<file path="config.mk">
export PLATFORM = sky130hd
export DESIGN_NAME = cache_refill_ctrl
export DESIGN_NICKNAME = d
export VERILOG_FILES = /design/src/rtl/cache_refill_ctrl.sv
export SDC_FILE = /design/constraint.sdc
export NUM_CORES = 1
export LEC_CHECK = 0
export BUFFER_PORTS_ARGS = -buffer_cell sky130_fd_sc_hd__buf_2
export CAP_MARGIN = 20
export CORE_AREA = 2 2 169 171
export DETAILED_ROUTE_END_ITERATION = 7
export DIE_AREA = 0 0 171 173
export PLACE_DENSITY = 0.53
export SYNTH_ARGS = -nofsm -noshare
export SYNTH_HDL_FRONTEND = slang
export SYNTH_SLANG_ARGS = --single-unit
</file>
<file path="constraint.sdc">
create_clock -name clk -period 5.05 [get_ports clk]
set_clock_uncertainty 0.2 [all_clocks]
set_input_delay 0 -clock clk [delete_from_list [all_inputs] [get_ports clk]]
set_output_delay 0 -clock clk [all_outputs]
set_load 0.05 [all_outputs]
</file>
<file path="src/rtl/cache_refill_ctrl.sv">
// Request-side controller for the 8-line cache set: latches CPU byte requests,
// sequences tag lookup, and refills a missing 32-byte line one byte per memory beat.
module cache_refill_ctrl (
  input  logic         clk,
  input  logic         reset,
  input  logic         req_valid,
  output logic         req_ready,
  input  logic [31:0]  req_addr,
  input  logic         req_write,
  input  logic [7:0]   req_wdata,
  output logic         resp_valid,
  output logic [7:0]   resp_data,
  output logic         stall,
  input  logic         hit,
  input  logic [255:0] line_data,
  output logic [23:0]  in_tag,
  output logic [7:0]   decOut1b,
  output logic [4:0]   offset,
  output logic [7:0]   byte_data,
  output logic         byte_we,
  output logic         fill_we,
  output logic [31:0]  decOutStall,
  output logic [7:0]   inputData,
  output logic         viv_set,
  output logic         mem_req,
  output logic [31:0]  mem_addr,
  input  logic         mem_ready,
  input  logic [7:0]   mem_rdata
);

  typedef enum logic [1:0] {
    IDLE   = 2'd0,
    LOOKUP = 2'd1,
    REFILL = 2'd2,
    RESP   = 2'd3
  } stateT;

  stateT       state;
  logic [4:0]  beat;
  logic        missFlag;
  logic [23:0] tagLatch;
  logic [2:0]  indexLatch;
  logic [7:0]  decLatch;
  logic [4:0]  offsetLatch;
  logic [7:0]  dataLatch;
  logic        writeLatch;

  function automatic logic [7:0] oneHot8(input logic [2:0] sel);
    oneHot8 = 8'd1 << sel;
  endfunction

  function automatic logic [31:0] oneHot32(input logic [4:0] sel);
    oneHot32 = 32'd1 << sel;
  endfunction

  // Request latching, lookup/refill sequencing and beat counting.
  always_ff @(posedge clk or negedge reset) begin
    if (!reset) begin
      state       <= IDLE;
      beat        <= 5'd0;
      missFlag    <= 1'b0;
      tagLatch    <= 24'd0;
      indexLatch  <= 3'd0;
      decLatch    <= 8'd0;
      offsetLatch <= 5'd0;
      dataLatch   <= 8'd0;
      writeLatch  <= 1'b0;
    end else begin
      case (state)
        IDLE: begin
          if (req_valid) begin
            tagLatch    <= req_addr[31:8];
            indexLatch  <= req_addr[7:5];
            decLatch    <= oneHot8(req_addr[7:5]);
            offsetLatch <= req_addr[4:0];
            dataLatch   <= req_wdata;
            writeLatch  <= req_write;
            state       <= LOOKUP;
          end else begin
            state <= IDLE;
          end
        end
        LOOKUP: begin
          if (hit) begin
            missFlag <= 1'b0;
            state    <= RESP;
          end else begin
            missFlag <= 1'b1;
            beat     <= 5'd0;
            state    <= REFILL;
          end
        end
        REFILL: begin
          if (mem_ready) begin
            beat <= beat + 5'd1;
            if (beat == 5'd31) begin
              state <= RESP;
            end else begin
              state <= REFILL;
            end
          end else begin
            state <= REFILL;
          end
        end
        RESP: begin
          // Fields are cleared on the way out so an idle controller presents no stale line.
          missFlag    <= 1'b0;
          tagLatch    <= 24'd0;
          indexLatch  <= 3'd0;
          decLatch    <= 8'd0;
          offsetLatch <= 5'd0;
          dataLatch   <= 8'd0;
          writeLatch  <= 1'b0;
          state       <= IDLE;
        end
        default: begin
          state <= IDLE;
        end
      endcase
    end
  end

  // Output decode from registered state and beat; refill strobes gated by mem_ready.
  always_comb begin
    req_ready   = 1'b0;
    resp_valid  = 1'b0;
    resp_data   = 8'd0;
    stall       = 1'b0;
    byte_we     = 1'b0;
    fill_we     = 1'b0;
    decOutStall = 32'd0;
    inputData   = 8'd0;
    viv_set     = 1'b0;
    mem_req     = 1'b0;
    mem_addr    = 32'd0;
    case (state)
      IDLE: begin
        req_ready = 1'b1;
      end
      LOOKUP: begin
        stall = 1'b0;
      end
      REFILL: begin
        stall    = 1'b1;
        mem_req  = 1'b1;
        mem_addr = {tagLatch, indexLatch, beat};
        if (mem_ready) begin
          fill_we     = 1'b1;
          decOutStall = oneHot32(beat);
          inputData   = mem_rdata;
          viv_set     = (beat == 5'd31);
        end else begin
          fill_we = 1'b0;
        end
      end
      RESP: begin
        resp_valid = 1'b1;
        stall      = missFlag;
        if (writeLatch) begin
          byte_we   = 1'b1;
          resp_data = 8'd0;
        end else begin
          resp_data = line_data[{offsetLatch, 3'b000} +: 8];
        end
      end
      default: begin
        req_ready = 1'b0;
      end
    endcase
  end

  assign in_tag    = tagLatch;
  assign decOut1b  = decLatch;
  assign offset    = offsetLatch;
  assign byte_data = dataLatch;

endmodule

</file>
==> run_summary.xml <==
<?xml version="1.0" encoding="UTF-8"?>
<metrics>
  <group name="pwr">
    <metric name="irDropWorstVdd" unit="V">0.0004142</metric>
    <metric name="power_per_cell_area" unit="mW/mm^2">547.3</metric>
    <metric name="total_leakage_power" unit="nW">4.356</metric>
  </group>
  <group name="synthesis">
    <metric name="synth.area.top_cells" unit="">sky130_fd_sc_hd__dfrtp_1, sky130_fd_sc_hd__mux4_1, sky130_fd_sc_hd__mux4_2, sky130_fd_sc_hd__a22o_1, sky130_fd_sc_hd__mux2i_1</metric>
    <metric name="synth.cell_area" unit="mm^2">0.005171</metric>
    <metric name="postSynthAreaPerCell" unit="um^2">11.47</metric>
    <metric name="synth_fp_nets" unit="">772</metric>
    <metric name="synthDistinctLibCells" unit="">40</metric>
    <metric name="synth-seq-cells" unit="">57</metric>
    <metric name="yosysTopAreaCellShare" unit="">0.2758</metric>
    <metric name="synthesis.yosys.warnings" unit="">0</metric>
    <metric name="yosys_most_used_dff" unit="">sky130_fd_sc_hd__dfrtp_1</metric>
    <metric name="async_reset_ff_frac" unit="">1.000</metric>
    <metric name="netlist.top_cell.by_area" unit="">sky130_fd_sc_hd__dfrtp_1</metric>
    <metric name="syn_inst" unit="">451</metric>
    <metric name="yosysSeqAreaShare" unit="">0.2758</metric>
    <metric name="synth_enable_flop_cells" unit="">0</metric>
  </group>
  <group name="cts">
    <metric name="post_cts.resized_instances" unit="">0</metric>
    <metric name="cts_buffer_depth" unit="">2</metric>
    <metric name="worst_setup_hold_path_clk_slew" unit="ns">0.06</metric>
    <metric name="tritoncts" unit="">built</metric>
    <metric name="cts_inserted_buffers" unit="">9</metric>
    <metric name="htree_num_levels" unit="">3</metric>
    <metric name="cts_setup_buffers" unit="">0</metric>
    <metric name="cts_hold_repair.buffers" unit="">46</metric>
    <metric name="clock_sink_count" unit="">57</metric>
    <metric name="clock_latency" unit="ns">0.32</metric>
    <metric name="cts-root-buf" unit="">sky130_fd_sc_hd__clkbuf_16</metric>
  </group>
  <group name="cells_and_area">
    <metric name="area_delta_synth_final" unit="%">62.09</metric>
    <metric name="drive_gt1_frac" unit="">0.5328</metric>
    <metric name="stdcell_count" unit="">1299</metric>
    <metric name="finalNetCount" unit="">1230</metric>
  </group>
  <group name="global_routing">
    <metric name="grt_util_all_layers" unit="">0.1642</metric>
    <metric name="grt_pass1_vias" unit="">6055</metric>
    <metric name="largest_net_degree_at_the_start_of_global_routing" unit="">67</metric>
    <metric name="grt-ovfl-total" unit="">0</metric>
    <metric name="antenna_violations_before_repair" unit="">10</metric>
    <metric name="global_route_wire_length_before_repair" unit="mm">36.38</metric>
  </group>
  <group name="detailed_routing">
    <metric name="vias" unit="">5859</metric>
    <metric name="wl_per_cell" unit="um">20.00</metric>
    <metric name="drt-initial-drc-count" unit="">231</metric>
    <metric name="first_pass_iters" unit="">4</metric>
    <metric name="route.final.wire_length" unit="mm">25.98</metric>
    <metric name="detail-route-antenna-nets" unit="">0</metric>
    <metric name="vias_per_cell" unit="">4.510</metric>
    <metric name="drcViolationCount" unit="">0</metric>
  </group>
  <group name="floorplan">
    <metric name="chipWidth" unit="um">171</metric>
    <metric name="io_pins" unit="">442</metric>
    <metric name="die-height" unit="um">173</metric>
    <metric name="placeableCoreArea" unit="mm^2">0.02763</metric>
    <metric name="initial_utilization" unit="">0.1872</metric>
    <metric name="row_count" unit="">61</metric>
    <metric name="fp.dieArea" unit="mm^2">0.02958</metric>
  </group>
  <group name="worst_setup_path">
    <metric name="critical_path_required_time" unit="ns">4.85</metric>
    <metric name="r2r_cells" unit="">7</metric>
    <metric name="critical_path.startpoint_type" unit="">register</metric>
    <metric name="critical_path.endpoint_type" unit="">output port</metric>
    <metric name="worst_path_fanout_max" unit="">60</metric>
    <metric name="regToRegSetupSlack" unit="ns">2.23</metric>
    <metric name="critical_path_arrival" unit="ns">2.88</metric>
    <metric name="crit-reg2reg-capture" unit="">decOut1b[2]</metric>
    <metric name="crit_type" unit="">reg2out</metric>
    <metric name="critical_path.reg2reg.startpoint" unit="">state[0]</metric>
  </group>
  <group name="timing">
    <metric name="timing.final.crit_share" unit="">0.6106</metric>
    <metric name="final.setup.tns" unit="ns">0</metric>
    <metric name="layout_setup_ws" unit="ns">1.966</metric>
    <metric name="period_minus_slack" unit="ns">3.084</metric>
    <metric name="timing_worst_slew_pin_value" unit="ns">1.065</metric>
    <metric name="drv_slew" unit="">0</metric>
    <metric name="timing.max_slew.rel_slack" unit="">0.2881</metric>
    <metric name="setup_viol" unit="">0</metric>
    <metric name="hold_viol" unit="">0</metric>
    <metric name="grt_setup_unrepaired" unit="">no</metric>
    <metric name="fmaxAchievable" unit="MHz">324.3</metric>
  </group>
  <group name="hold_path">
    <metric name="min-delay-start" unit="">mem_ready</metric>
    <metric name="holdPathEnd" unit="">beat[1]</metric>
    <metric name="worstHoldPathCells" unit="">4</metric>
    <metric name="hp-class" unit="">in2reg</metric>
  </group>
  <group name="place">
    <metric name="port_buffers" unit="">441</metric>
    <metric name="dp_slack" unit="ns">2.230</metric>
    <metric name="gp_routability_congestion" unit="">0.8923</metric>
    <metric name="place.detailed.instances" unit="">1230</metric>
    <metric name="place.detailed.hpwl" unit="mm">21.18</metric>
  </group>
  <group name="flow_run">
    <metric name="maxCapViolations" unit="">0</metric>
  </group>
  <group name="status">
    <metric name="run_status" unit="">completed</metric>
  </group>
</metrics>
synthesized netlist by cell type, drive strengths merged, types with 8 or more instances:
cell type / count
dfrtp: 57
mux4: 56
and2: 51
a22o: 40
mux2i: 35
nand2: 25
and3: 22
buf: 22
clkbuf: 22
o21ai: 17
nor2: 15
ha: 11
a221o: 9
a22oi: 8
a31oi: 8
nor3: 8
logic make-up after synthesis:
kind of cell    synth area share
fa+ha+maj                0.02661
compound gates            0.1512
buf+inv                  0.06460
simple gates              0.1432
mux                       0.3385
flops                     0.2758
layout by cell type (no fill, tap or decap), types with 4 or more instances in the layout:
cell | Yosys | routed
sky130_fd_sc_hd__ha_1 | 11 | 11
sky130_fd_sc_hd__a21oi_1 | 5 | 5
sky130_fd_sc_hd__inv_1 | 7 | 7
sky130_fd_sc_hd__a22oi_1 | 7 | 7
sky130_fd_sc_hd__nor3_1 | 8 | 8
sky130_fd_sc_hd__buf_2 | 3 | 441
sky130_fd_sc_hd__mux4_2 | 22 | 22
sky130_fd_sc_hd__mux2i_1 | 35 | 34
sky130_fd_sc_hd__dlygate4sd3_1 | 0 | 46
sky130_fd_sc_hd__mux4_1 | 34 | 34
sky130_fd_sc_hd__diode_2 | 0 | 7
sky130_fd_sc_hd__clkbuf_16 | 0 | 9
sky130_fd_sc_hd__dfrtp_1 | 57 | 55
sky130_fd_sc_hd__a221oi_1 | 6 | 6
sky130_fd_sc_hd__nand2_1 | 25 | 25
sky130_fd_sc_hd__o21ai_0 | 13 | 13
sky130_fd_sc_hd__o21ai_1 | 4 | 4
sky130_fd_sc_hd__nand2b_1 | 5 | 5
sky130_fd_sc_hd__and3_1 | 22 | 22
sky130_fd_sc_hd__nor2_1 | 15 | 14
sky130_fd_sc_hd__nor2b_1 | 4 | 4
sky130_fd_sc_hd__buf_4 | 4 | 4
sky130_fd_sc_hd__a221o_1 | 9 | 9
sky130_fd_sc_hd__a31oi_1 | 8 | 8
sky130_fd_sc_hd__and2_1 | 51 | 51
sky130_fd_sc_hd__a22o_1 | 40 | 40
sequential cells by signal, summed over array words and instances, names as in the netlist, 2 cells and up:
register    count
beat            5
decOut1b        8
state           2
byte_data       8
indexLatch      3
in_tag         24
offset          5
routing by layer:
layer  up-vias  GRT usage  part of all wire
met5         -          0           0.00050
met4         2    0.07345             0.037
met3        38    0.03433             0.073
met2       310     0.3101              0.53
met1      2790     0.1718              0.36
li1       2719          -                 -
power breakdown:
| part | internal, mW | switching [mW] | leakage (nW) | total, mW |
|---|---|---|---|---|
| Clock | 0.394 | 0.213 | 0.144 | 0.607 |
| Combinational | 1.06 | 1.93 | 3.48 | 2.99 |
| Sequential | 0.645 | 0.342 | 0.733 | 0.987 |
final cells by class:
type                       instances  area (um^2)
timing repair buffer             491         2698
clock buffer                      13        250.2
fill                            2953        19250
clock inverter                     3        40.04
multi-input combinational        340         3431
tap                              378        473.0
inverter                          10        38.79
sequential                        57         1434
antenna                            7        17.52
through the flow:
step	utilization	cell area [um^2]	hold WS [ns]	total power, mW
after CTS	0.3027	8364	0.02196	4.643
after global routing	0.3033	8379	0.04972	4.846
after detailed placement	0.2756	7614	0.02073	3.987
after global placement	0.2756	7614	0.007318	3.963
after floorplan	-	5171	-0.4956	3.221
final	0.3034	8382	0.03518	4.587
worst max-delay path by stage:
stage / startpoint / end
2_1_floorplan: state[0] / decOutStall[24]
3_3_place_gp: offset[1] / resp_data[7]
3_5_place_dp: offset[1] / resp_data[7]
4_1_cts: offset[1] / resp_data[7]
5_1_grt: offset[1] / resp_data[7]
6_report: offset[1] / resp_data[7]
worst max-delay path, cell delays in order (launching register included):
cell	delay, ns
sky130_fd_sc_hd__dfrtp_4	1.02
sky130_fd_sc_hd__mux4_1	0.64
sky130_fd_sc_hd__mux2i_1	0.21
sky130_fd_sc_hd__a221o_1	0.29
sky130_fd_sc_hd__a31oi_1	0.08
sky130_fd_sc_hd__buf_2	0.25
Power figures use the tool's default switching activity.
